<file path="src/rtl/sobel_window_ctrl_pkg.sv">
// Shared geometry, coordinate type and controller state encoding for the 5x5 Sobel window sequencer.
// The default image size is 800x600, and the kernel size is fixed at 5.
package sobel_window_ctrl_pkg;

  localparam int DEF_IMG_W = 800;
  localparam int DEF_IMG_H = 600;
  localparam int K         = 5;
  localparam int BORDER    = K / 2;
  localparam int COORD_W   = 10;
  localparam int N_LB      = K - 1;

  typedef logic [COORD_W-1:0] coord_t;

  typedef enum logic [1:0] {
    ST_IDLE,
    ST_PRIME,
    ST_RUN
  } state_t;

  typedef struct packed {
    logic   vld;
    coord_t cx;
    coord_t cy;
  } win_tag_t;

endpackage

</file>
<file path="src/rtl/sobel_window_ctrl_if.sv">
// Pixel-side qualifiers in, Sobel datapath enables and result tags out.
// The master side is the camera/datapath and the slave side is the controller.
interface sobel_window_ctrl_if;
  import sobel_window_ctrl_pkg::*;

  logic            pix_valid;
  logic            sof;
  logic            shift_en;
  logic [N_LB-1:0] lb_wr_en;
  logic [N_LB-1:0] lb_rd_en;
  logic            win_valid;
  logic            edge_valid;
  coord_t          cx;
  coord_t          cy;
  logic            frame_done;
  logic            sync_err;

  modport master (
    output pix_valid, sof,
    input  shift_en, lb_wr_en, lb_rd_en, win_valid, edge_valid, cx, cy, frame_done, sync_err
  );

  modport slave (
    input  pix_valid, sof,
    output shift_en, lb_wr_en, lb_rd_en, win_valid, edge_valid, cx, cy, frame_done, sync_err
  );

endinterface

</file>
<file path="src/rtl/sobel_window_ctrl_valid_delay.sv">
// DP_LAT-deep free-running delay of {valid, cx, cy}, so that tags line up with the registered Gx/Gy.
// The delay advances every cycle and is not stalled by pixel gaps; all stages reset to zero.
module sobel_window_ctrl_valid_delay
  import sobel_window_ctrl_pkg::*;
#(
  parameter int DP_LAT = 1
) (
  input  logic   clock,
  input  logic   reset_n,
  input  logic   vld_in,
  input  coord_t cx_in,
  input  coord_t cy_in,
  output logic   vld_out,
  output coord_t cx_out,
  output coord_t cy_out
);

  if (DP_LAT < 1) begin : g_lat_chk
    $error("DP_LAT must be at least 1");
  end

  win_tag_t stage [DP_LAT];

  always_ff @(posedge clock or negedge reset_n) begin
    if (!reset_n) begin
      for (int i = 0; i < DP_LAT; i++) stage[i] <= '0;
    end else begin
      stage[0] <= '{vld: vld_in, cx: cx_in, cy: cy_in};
      for (int i = 1; i < DP_LAT; i++) stage[i] <= stage[i-1];
    end
  end

  assign vld_out = stage[DP_LAT-1].vld;
  assign cx_out  = stage[DP_LAT-1].cx;
  assign cy_out  = stage[DP_LAT-1].cy;

endmodule

</file>
<file path="src/rtl/sobel_window_ctrl.sv">
// Frame sequencer for the 5x5 Sobel pipeline. Shift and line-buffer enables are combinational from pix_valid.
// win_valid, frame_done and sync_err are delayed by 1 cycle, and edge_valid by 1+DP_LAT cycles. Gaps in pix_valid hold all frame state.
module sobel_window_ctrl
  import sobel_window_ctrl_pkg::*;
#(
  parameter int IMG_W    = DEF_IMG_W,
  parameter int IMG_H    = DEF_IMG_H,
  parameter int DP_LAT   = 1,
  parameter int LB_DEPTH = DEF_IMG_W
) (
  input  logic clock,
  input  logic reset_n,
  sobel_window_ctrl_if.slave bus
);

  localparam coord_t X_LAST  = coord_t'(IMG_W - 1);
  localparam coord_t Y_LAST  = coord_t'(IMG_H - 1);
  localparam coord_t WIN_MIN = coord_t'(K - 1);
  localparam coord_t OFS     = coord_t'(BORDER);

  if (IMG_W > (1 << COORD_W) || IMG_H > (1 << COORD_W)) begin : g_dim_chk
    $error("image dimensions exceed the coordinate width");
  end
  if (LB_DEPTH < IMG_W - K) begin : g_lb_chk
    $error("line FIFO depth too small for the image width");
  end

  state_t          state;
  coord_t          x, y;
  coord_t          px, py, x_nxt, y_nxt;
  logic            restart, accept, last_pix, win_hit, bad_sync;
  logic [N_LB-1:0] rd_en;
  logic            win_valid_q, frame_done_q, sync_err_q;
  coord_t          win_cx_q, win_cy_q;

  // A sof pixel is always treated as (0,0), even in the middle of a frame.
  always_comb begin
    restart  = bus.pix_valid & bus.sof;
    accept   = bus.pix_valid & (bus.sof | (state != ST_IDLE));
    px       = restart ? '0 : x;
    py       = restart ? '0 : y;
    last_pix = accept & ~restart & (px == X_LAST) & (py == Y_LAST);
    win_hit  = accept & (px >= WIN_MIN) & (py >= WIN_MIN);
    bad_sync = bus.pix_valid & (bus.sof ? (state != ST_IDLE) : (state == ST_IDLE));
    x_nxt    = px + coord_t'(1);
    y_nxt    = py;
    if (px == X_LAST) begin
      x_nxt = '0;
      y_nxt = py + coord_t'(1);
    end
    rd_en = '0;
    for (int k = 0; k < N_LB; k++) rd_en[k] = accept & (py > coord_t'(k));
  end

  always_ff @(posedge clock or negedge reset_n) begin
    if (!reset_n) begin
      state        <= ST_IDLE;
      x            <= '0;
      y            <= '0;
      win_valid_q  <= 1'b0;
      win_cx_q     <= '0;
      win_cy_q     <= '0;
      frame_done_q <= 1'b0;
      sync_err_q   <= 1'b0;
    end else begin
      win_valid_q  <= win_hit;
      frame_done_q <= last_pix;
      sync_err_q   <= bad_sync;
      if (win_hit) begin
        win_cx_q <= px - OFS;
        win_cy_q <= py - OFS;
      end
      if (accept) begin
        if (last_pix) begin
          state <= ST_IDLE;
          x     <= '0;
          y     <= '0;
        end else begin
          x     <= x_nxt;
          y     <= y_nxt;
          state <= (y_nxt >= WIN_MIN) ? ST_RUN : ST_PRIME;
        end
      end
    end
  end

  // The sof pixel that opens a frame is written too, because row 0 must enter the line buffers.
  assign bus.shift_en   = accept;
  assign bus.lb_wr_en   = {N_LB{accept}};
  assign bus.lb_rd_en   = rd_en;
  assign bus.win_valid  = win_valid_q;
  assign bus.frame_done = frame_done_q;
  assign bus.sync_err   = sync_err_q;

  sobel_window_ctrl_valid_delay #(.DP_LAT(DP_LAT)) u_delay (
    .clock   (clock),
    .reset_n (reset_n),
    .vld_in  (win_valid_q),
    .cx_in   (win_cx_q),
    .cy_in   (win_cy_q),
    .vld_out (bus.edge_valid),
    .cx_out  (bus.cx),
    .cy_out  (bus.cy)
  );

endmodule

</file>
<file path="src/flat_wrapper.sv">
// flat-port wrapper written by rule: the top's interface ports become plain ports
module sobel_window_ctrl_flat import sobel_window_ctrl_pkg::*;
#(
  parameter int IMG_W    = DEF_IMG_W,
  parameter int IMG_H    = DEF_IMG_H,
  parameter int DP_LAT   = 1,
  parameter int LB_DEPTH = DEF_IMG_W
)
  (clock, reset_n, bus_pix_valid, bus_sof, bus_shift_en, bus_lb_wr_en, bus_lb_rd_en, bus_win_valid, bus_edge_valid, bus_cx, bus_cy, bus_frame_done, bus_sync_err);
  sobel_window_ctrl_if bus_i ();
  input  logic clock;
  input  logic reset_n;
  input wire logic [$bits(bus_i.pix_valid)-1:0] bus_pix_valid;
  input wire logic [$bits(bus_i.sof)-1:0] bus_sof;
  output wire logic [$bits(bus_i.shift_en)-1:0] bus_shift_en;
  output wire logic [$bits(bus_i.lb_wr_en)-1:0] bus_lb_wr_en;
  output wire logic [$bits(bus_i.lb_rd_en)-1:0] bus_lb_rd_en;
  output wire logic [$bits(bus_i.win_valid)-1:0] bus_win_valid;
  output wire logic [$bits(bus_i.edge_valid)-1:0] bus_edge_valid;
  output wire logic [$bits(bus_i.cx)-1:0] bus_cx;
  output wire logic [$bits(bus_i.cy)-1:0] bus_cy;
  output wire logic [$bits(bus_i.frame_done)-1:0] bus_frame_done;
  output wire logic [$bits(bus_i.sync_err)-1:0] bus_sync_err;
  assign bus_i.pix_valid = bus_pix_valid;
  assign bus_i.sof = bus_sof;
  assign bus_shift_en = bus_i.shift_en;
  assign bus_lb_wr_en = bus_i.lb_wr_en;
  assign bus_lb_rd_en = bus_i.lb_rd_en;
  assign bus_win_valid = bus_i.win_valid;
  assign bus_edge_valid = bus_i.edge_valid;
  assign bus_cx = bus_i.cx;
  assign bus_cy = bus_i.cy;
  assign bus_frame_done = bus_i.frame_done;
  assign bus_sync_err = bus_i.sync_err;
  sobel_window_ctrl #(.IMG_W(IMG_W), .IMG_H(IMG_H), .DP_LAT(DP_LAT), .LB_DEPTH(LB_DEPTH)) u_core (.clock(clock), .reset_n(reset_n), .bus(bus_i));
endmodule
</file>
<file path="config.mk">
export PLATFORM = sky130hd
export DESIGN_NAME = sobel_window_ctrl_flat
export DESIGN_NICKNAME = d
export VERILOG_FILES = /design/src/rtl/sobel_window_ctrl_pkg.sv /design/src/rtl/sobel_window_ctrl_if.sv /design/src/rtl/sobel_window_ctrl_valid_delay.sv /design/src/rtl/sobel_window_ctrl.sv /design/src/flat_wrapper.sv
export SDC_FILE = /design/constraint.sdc
export NUM_CORES = 1
export LEC_CHECK = 0
export CAP_MARGIN = 40
export CORE_MARGIN = 2
export CORE_UTILIZATION = 35
export DETAILED_ROUTE_END_ITERATION = 6
export SYNTH_ARGS = -nofsm -noshare
export SYNTH_HDL_FRONTEND = slang
export SYNTH_SLANG_ARGS = --single-unit
export TNS_END_PERCENT = 10
</file>
<file path="constraint.sdc">
create_clock -name clock -period 4.6 [get_ports clock]
set_input_delay 0.92 -clock clock [delete_from_list [all_inputs] [get_ports clock]]
set_output_delay 0.92 -clock clock [all_outputs]
set_load 0.02 [all_outputs]
</file>
==> metrics list, run 1 <==
* Result of the run: finished clean
* Quantity of gates resized following cts: 0
- Among all flip-flop cells after synthesis, the most frequent one is sky130_fd_sc_hd__dfrtp_1.
- 37 I/O pins were placed.
- The setup path with the least slack is of type primary input to output pin.
- Of the total power, registers draw 0.529.
- Average cell area after synthesis: ~9.6 sq um
- Row generation in the floorplan step produced 34 rows.
- The floorplan step defined a die boundary enclosing around 0.01 sq mm.
* FF+latch count, synth: 66
* Proportion of total power due to net switching: 0.277
- After detailed routing, the average wire length per cell comes to between 10 and 15 microns.
* Final slew viol count: 0
- Measured along the x axis, the die boundary spans 99.2 microns.
- Pin count of the biggest net entering global routing: 34
* Share of synthesized area occupied by flip-flops and latches: 0.521
* Global-route congestion overflow total: 0
* Clock buffer depth: 2
* Number of enable flip-flop cells after synthesis: 0
* Count of fill cells added during filler insertion: between 800 and 900
- The via count of the first global-routing pass is 2283.
- Before antenna repair, the detailed router went through 4 iterations.
- Worst Hold Class: flop to flop
- Initial antenna violation count: 0
- For this block, the initial DRC count from the detailed router was 108.
- Fin crit period: roughly 3900 ps
- The analysis attributes to cell leakage a power of about 1.7 nW.
- Worst relative slew slack: 0.582
- Total CTS buffers: 9
- Setup violations remaining at the end of the flow were counted as 0.
* Starting utilization of the core area: 0.362
- Counting every sink on the clock net gives 66.
- Data arrival at the endpoint of the critical path: slightly below 3000 ps
- The clock arrives with 11.3 ps of skew.
- The congestion estimate from routability-driven global placement came to 0.853.
* Pwr dens: about 300 mW/mm^2
* Number of standard cells after synthesis: 331
* Fraction of final layout cells sized beyond drive strength 1: 0.0833
- Yosys printed 0 warnings.
- Based on the critical path, the design can be clocked at up to between 200 and 300 MHz.
- Worst-Margin Slew: between 600 and 700 ps
- CTS tree: built
- Count of input and output buffers: 36
* Nature of the critical path startpoint: primary input
- Of the total power, combinational logic draws 0.119.
- Once detail routing completed, the nets flagged for antenna violations numbered 0.
- Summed instance area of the synthesized netlist: approximately 0.0032 sq mm
* Worst setup slack after layout: about 750 ps
* Diodes inserted: 0
* Portion of the clock cycle consumed by the worst path in the final layout: 0.838
- Synth-to-Final Area Change: 18.1%
* Maximum fanout encountered on the critical timing path: 11
- The tool flagged a number of max-cap violations equal to 0.
- Once detailed placement completed, the half-perimeter wirelength came to 4510 microns.
* Total number of vias: 2456
- CTS HTree Levels: 3
- Internal power comes to between 0.8 and 0.9 mW.
- The worst-case IR drop observed on VDD is around 0.11 mV.
- Wire length of the first global-routing pass: between 10000 and 15000 microns
* Unrepaired setup endpoints after global routing: no
* Final Routed Wirelength: between 6000 and 7000 microns
* Fraction of registers with async set/reset: 1.00
- The cell sitting at the root of the clock tree is a sky130_fd_sc_hd__clkbuf_8.
- The hold violation count in the final report came to 0.
* Clock Pin Slew Worst Setup and Hold Paths: approximately 70 ps
* Via-per-instance ratio: 5.25
* P_sw: roughly 0.32 mW
- For the worst setup path, the data required time is 3680 ps.
* Final net count: between 300 and 400
- For this design, the CTS-stage hold fixing added 0 buffers.
* Clock power share: 0.352
- Yosys mapped the design onto 46 distinct sky130hd cell types.
- Syn Nets: 342
- The floorplan step defined a core boundary enclosing 0.00876 sq mm.
- Setup Buffers After CTS: 0
* Global-route usage over all layers: 0.143
- After detailed routing, the number of remaining DRC violations is 0.
* Die Y: about 99 microns
- Pre-CTS setup slack: around 600 ps
* CP endpoint kind: output pin
- Clock latency reported for the late side of the worst-skew pair: 340 ps
- Setup TNS: 0 ps
[power by group through the flow]
| stage | clock (mW) | combinational (mW) | sequential, mW |
|---|---|---|---|
| 3_3_place_gp | 0 | 0.134 | 0.620 |
| 3_5_place_dp | 0 | 0.138 | 0.620 |
| 6_report | 0.405 | 0.137 | 0.609 |
| 4_1_cts | 0.417 | 0.139 | 0.609 |
| 5_1_grt | 0.441 | 0.158 | 0.612 |
| 2_1_floorplan | 0 | 0.101 | 0.612 |
[cell families after synthesis]
| logic type | count (synthesis) | share of synthesized area |
|---|---|---|
| simple gates | 118 | 0.178 |
| compound gates | 87 | 0.176 |
| flops | 66 | 0.521 |
| buf+inv | 40 | 0.0600 |
| xor+xnor | 9 | 0.0249 |
| fa+ha+maj | 7 | 0.0276 |
| mux | 4 | 0.0130 |
[layout by cell type, fill, tap and decap left out, drive strengths merged, types with 4 or more instances in the layout]
cell type	instances
nand4	7
clkbuf	9
clkinv	4
inv	9
a31oi	4
o21ai	39
or3	4
a21oi	15
a211oi	4
clkdlybuf4s50	35
a21o	4
ha	7
dfrtp	66
xor2	6
nor3	10
nand3	8
nand2	49
and2	4
o31ai	8
buf	10
o41ai	5
nor2	19
[state kept, by name, summed over array words and instances (netlist names)]
name	count
u_core.bus.sync_err	1
u_core.u_delay.vld_out	1
u_core.bus.frame_done	1
u_core.u_delay.cx_out	10
u_core.y	10
u_core.win_cx_q	10
u_core.win_cy_q	10
u_core.x	10
u_core.state	2
u_core.bus.win_valid	1
u_core.u_delay.cy_out	10
[metrics by stage]
stage	area [sq um]	total power, mW	hold WS, ps	instances	utilization
2_1_floorplan	3170	0.713	350	331	-
3_3_place_gp	3560	0.754	360	452	0.407
3_5_place_dp	3580	0.758	360	453	0.409
4_1_cts	3740	1.16	375	468	0.427
5_1_grt	3740	1.21	386	468	0.427
6_report	3740	1.15	373	468	0.427
[worst max-delay path: stages]
cell and delay, ps:
sky130_fd_sc_hd__clkdlybuf4s50_1 460, sky130_fd_sc_hd__nand2_1 310, sky130_fd_sc_hd__buf_4 240, sky130_fd_sc_hd__o41ai_4 110
sky130_fd_sc_hd__a21oi_1 240, sky130_fd_sc_hd__clkdlybuf4s50_1 650
[final cells by class]
cell class	instances	area, sq um	share of cell area
clock buffers	9	124	0.0331
clock inverters	6	35.0	0.00936
inverters	9	33.8	0.00903
multi-input cells	225	1330	0.355
flip-flops and latches	66	1650	0.441
well taps	108	135	0.0361
repair buffers	45	435	0.116
[worst paths after layout]
path	end	depth (start not counted)	start	slack (ps)
worst max-delay path	bus_lb_rd_en[1]	6	bus_pix_valid	750
worst min-delay path	u_core.u_delay.cx_out[2]	0	u_core.win_cx_q[2]	370
worst max register to register	u_core.win_cy_q[1]	6	u_core.y[5]	1960
worst min register to register	u_core.u_delay.cx_out[2]	0	u_core.win_cx_q[2]	370
max in group asynchronous	u_core.bus.win_valid	3	reset_n	3270
min in group asynchronous	u_core.y[8]	1	reset_n	480
[synth_stat cells (4+ instances only)]
master | count | area [sq um]
sky130_fd_sc_hd__dfrtp_1 | 66 | 1650
sky130_fd_sc_hd__nand2_1 | 49 | 184
sky130_fd_sc_hd__o21ai_0 | 38 | 190
sky130_fd_sc_hd__nor2_1 | 18 | 67.6
sky130_fd_sc_hd__a21oi_1 | 15 | 75.1
sky130_fd_sc_hd__clkbuf_1 | 14 | 52.6
sky130_fd_sc_hd__nor3_1 | 10 | 50.1
sky130_fd_sc_hd__inv_1 | 9 | 33.8
sky130_fd_sc_hd__buf_2 | 8 | 40.0
sky130_fd_sc_hd__nand3_1 | 8 | 40.0
sky130_fd_sc_hd__ha_1 | 7 | 87.6
sky130_fd_sc_hd__nand4_1 | 7 | 43.8
sky130_fd_sc_hd__o31ai_1 | 7 | 52.6
sky130_fd_sc_hd__buf_4 | 6 | 45.0
sky130_fd_sc_hd__xor2_1 | 6 | 52.6
sky130_fd_sc_hd__a211oi_1 | 4 | 30.0
sky130_fd_sc_hd__a21o_1 | 4 | 30.0
sky130_fd_sc_hd__a31oi_1 | 4 | 25.0
sky130_fd_sc_hd__and2_1 | 4 | 25.0
sky130_fd_sc_hd__o41ai_1 | 4 | 35.0
sky130_fd_sc_hd__or3_1 | 4 | 25.0
[layer usage]
metal / routed length, microns / part of all wire / vias up / track usage
met1: 3080 / 0.47 / 1153 / 0.195
li1: - / - / 1212 / -
met5: 0 / 0 / - / 0
met4: 149 / 0.023 / 0 / 0.0748
met2: 2930 / 0.45 / 80 / 0.213
met3: 343 / 0.053 / 11 / 0.0309
Power figures use the tool's default switching activity.
==> inputs of run 2 (changes only) <==
==> constraint.sdc (replaced) <==
create_clock -name clock -period 3.7 [get_ports clock]
set_input_delay 0.74 -clock clock [delete_from_list [all_inputs] [get_ports clock]]
set_output_delay 0.74 -clock clock [all_outputs]
set_load 0.02 [all_outputs]
==> run 2 against run 1 <==
- routed wire length is 4.1% higher
- worst hold slack got worse by 52 ps
- register-to-register slack got worse by 740 ps
- critical endpoint is now bus_lb_rd_en[0]
==> metrics list, run 2 (synthesized netlist as in run 1, its figures left out) <==
* Most common cell after layout, fill and taps aside: sky130_fd_sc_hd__dfrtp_1
- Global-route usage over all layers: 0.147 (+0.00401)
- Result of the run: finished clean
* Length of the first detailed-routing pass in iterations: 4 (unchanged)
- The total vias in the final route was 2485 (+1.2%).
* Peak ir drop on the vdd network: 0.169 mV (+54%)
* Cell-by-cell trace of the critical path: clkdlybuf4s50_1 -> nand2_1 -> buf_4 -> nand2_1 -> ha_1 -> a21oi_1 -> clkdlybuf4s50_1
- DRC violation total after the first TritonRoute iteration: 197 (+82%)
* Maximum fanout encountered on the critical timing path: 17 (+6)
- TritonCTS built the clock tree.
- Quantity of gates resized following cts: 0 (unchanged)
* Worst-Margin Slew: 602 ps (-19.9 ps)
* Area of the core region: 0.00876 sq mm (unchanged)
* Pin count of the biggest net entering global routing: 50 (+47%)
- Routed wirelength normalized by instance count: 14.3 microns (+3.0%)
- Most used cells in the layout excluding fill and tap cells: sky130_fd_sc_hd__dfrtp_1 (66), sky130_fd_sc_hd__nand2_1 (49), sky130_fd_sc_hd__o21ai_0 (38), sky130_fd_sc_hd__clkdlybuf4s50_1 (35), sky130_fd_sc_hd__nor2_1 (18)
- In the finished design, the share of the clock period the worst path needs comes to 0.945.
* Via-per-instance ratio: 5.25 (+0.11%)
- The worst path needs about 3500 ps of the cycle, external delays included.
- Fraction of final layout cells sized beyond drive strength 1: 0.0959 (+0.0126)
- Max Clock Skew: 8.86 ps (-2.47 ps)
* Standard-cell rows: 34 (unchanged)
- The deepest clock path buffer count came to 2 (unchanged).
- Starting utilization of the core area: 0.362 (unchanged)
* Via count of the first global-routing pass: 2278 (-0.22%)
- The placed wire-length estimate after detailed placement came to 4660 microns (+3.3%).
- Worst relative slew slack: 0.595 (+0.0128)
- Clock Pin Slew Worst Setup and Hold Paths: 80 ps (about the same)
- Achievable clock frequency: 286 MHz
* Top-Level Pins: 37 (unchanged)
* Total CTS buffers: 9 (unchanged)
- The weighted congestion at the end of routability-driven global placement is 0.871 (+2.1%).
* Die Y: 99.2 microns (unchanged)
* Final Routed Wirelength: 6780 microns (+4.1%)
- The number of clock sinks seen by CTS came to 66 (unchanged).
- Unrepaired setup endpoints after global routing: no
- Wire length of the first global-routing pass: 11400 microns (+2.7%)
- Clock latency reported for the late side of the worst-skew pair: 350 ps (about the same)
- The overall die area is 0.00983 sq mm (unchanged).
* Slowest cell on crit path: sky130_fd_sc_hd__clkdlybuf4s50_1
- Setup slack of the worst register-to-register path: 1220 ps (-740 ps)
- The chip width came to 99.2 microns (unchanged).
* Crit-path max cell delay: 630 ps (-20 ps)
- Worst Path Required: 2960 ps (-720 ps)
- Nature of the critical path startpoint: primary input
- Number of setup violations in the final report: 0 (unchanged)
* Count of buffer and inverter cells on the critical path: 3 (unchanged)
- Count of fill cells added during filler insertion: 842 (-3.0%)
- The hold violation count in the final report is 0 (unchanged).
- The cell area power density came to 385 mW/mm^2 (+25%).
* Synth-to-Final Area Change: 19.2%
- The total congestion overflow was 0 (unchanged).
- Critical path class: primary input to output pin
- CP endpoint kind: output pin
- The total of max-cap violations came to 0 (unchanged).
- Root Buffer Master: sky130_fd_sc_hd__clkbuf_8
- The number of DRC violations after detailed routing came to 0 (unchanged).
- The number of levels the H-tree was split into is 3 (unchanged).
- Number of nets with antenna violations after routing: 0 (unchanged)
- The post-cts hold buffer count was 0 (unchanged).
* Non-filler cells in the finished layout: 473 (+1.1%)
* Data arrival at the endpoint of the critical path: 2750 ps (-180 ps)
* Final slew viol count: 0 (unchanged)
- Initial antenna violation count: 0 (unchanged)
- The count of port buffers added during placement came to 36 (unchanged).
* Setup TNS: 0 ps (unchanged)
* Dominant delay contributor by cell family on the critical path: buffers and inverters
- The post-layout net count was 371 (+1.1%).
- Diodes inserted: 0 (unchanged)
- The leakage power summed over all cells is 1.71 nW (+1.6%).
* Setup Buffers After CTS: 0 (unchanged)
- Placed instance count: 457 (+0.88%)
* Core utilization of the finished layout: 0.431 (+0.00400)
- Worst Hold Class: primary input to async pin
-- run 2: changes by cell type in the layout (fill, tap and decap cells not counted) --
cell	change
sky130_fd_sc_hd__inv_6	+1
sky130_fd_sc_hd__buf_12	-1
sky130_fd_sc_hd__buf_8	+1
sky130_fd_sc_hd__clkinvlp_4	-1
sky130_fd_sc_hd__buf_4	+4
sky130_fd_sc_hd__clkinv_4	+1
-- run 2: metrics by stage --
step           power [mW]  setup slack [ps]  area [sq um]  hold WS [ps]
2_1_floorplan       0.887               752          3170           350
3_3_place_gp        0.940               225          3590           361
3_5_place_dp        0.942               193          3610           362
4_1_cts              1.47               189          3780           324
5_1_grt              1.53              65.7          3780           343
6_report             1.45               205          3780           321
-- run 2: layer usage --
| layer | up-vias | track usage | wire, microns |
|---|---|---|---|
| met5 | - | 0 | 0 |
| met4 | 0 | 0.0632 | 131 |
| met3 | 8 | 0.0344 | 341 |
| met2 | 64 | 0.220 | 3020 |
| met1 | 1189 | 0.204 | 3280 |
| li1 | 1224 | - | - |
-- run 2: layout make-up --
cell class              count  area, sq um  area share
flip-flops and latches     66         1650       0.437
multi-input cells         225         1330       0.351
repair buffers             49          460       0.122
well taps                 108          135      0.0358
clock buffers               9          124      0.0328
clock inverters             7         45.0      0.0119
inverters                   9         33.8     0.00894
-- run 2: worst register-to-register path, delay by kind of cell (launching register included) --
kind | cells | cell delay, ps
and+or+nand+nor | 2 | 840
DFF | 1 | 490
muxes | 1 | 340
buffers and inverters | 1 | 220
AOI/OAI and AO/OA | 2 | 490
-- run 2: worst paths after layout --
| path | start | endpoint | cells after the start |
|---|---|---|---|
| setup / recovery | bus_pix_valid | bus_lb_rd_en[0] | 7 |
| hold / removal | reset_n | u_core.y[8] | 1 |
| setup reg to reg | u_core.y[6] | u_core.win_cy_q[1] | 6 |
| hold reg to reg | u_core.bus.win_valid | u_core.u_delay.vld_out | 0 |
| max in group asynchronous | reset_n | u_core.x[0] | 2 |
| min in group clock | u_core.bus.win_valid | u_core.u_delay.vld_out | 0 |
-- run 2: where the power goes --
group	internal (mW)	total, mW	switching [mW]
Sequential	0.735	0.759	0.0233
Combinational	0.0630	0.169	0.106
Clock	0.241	0.525	0.284
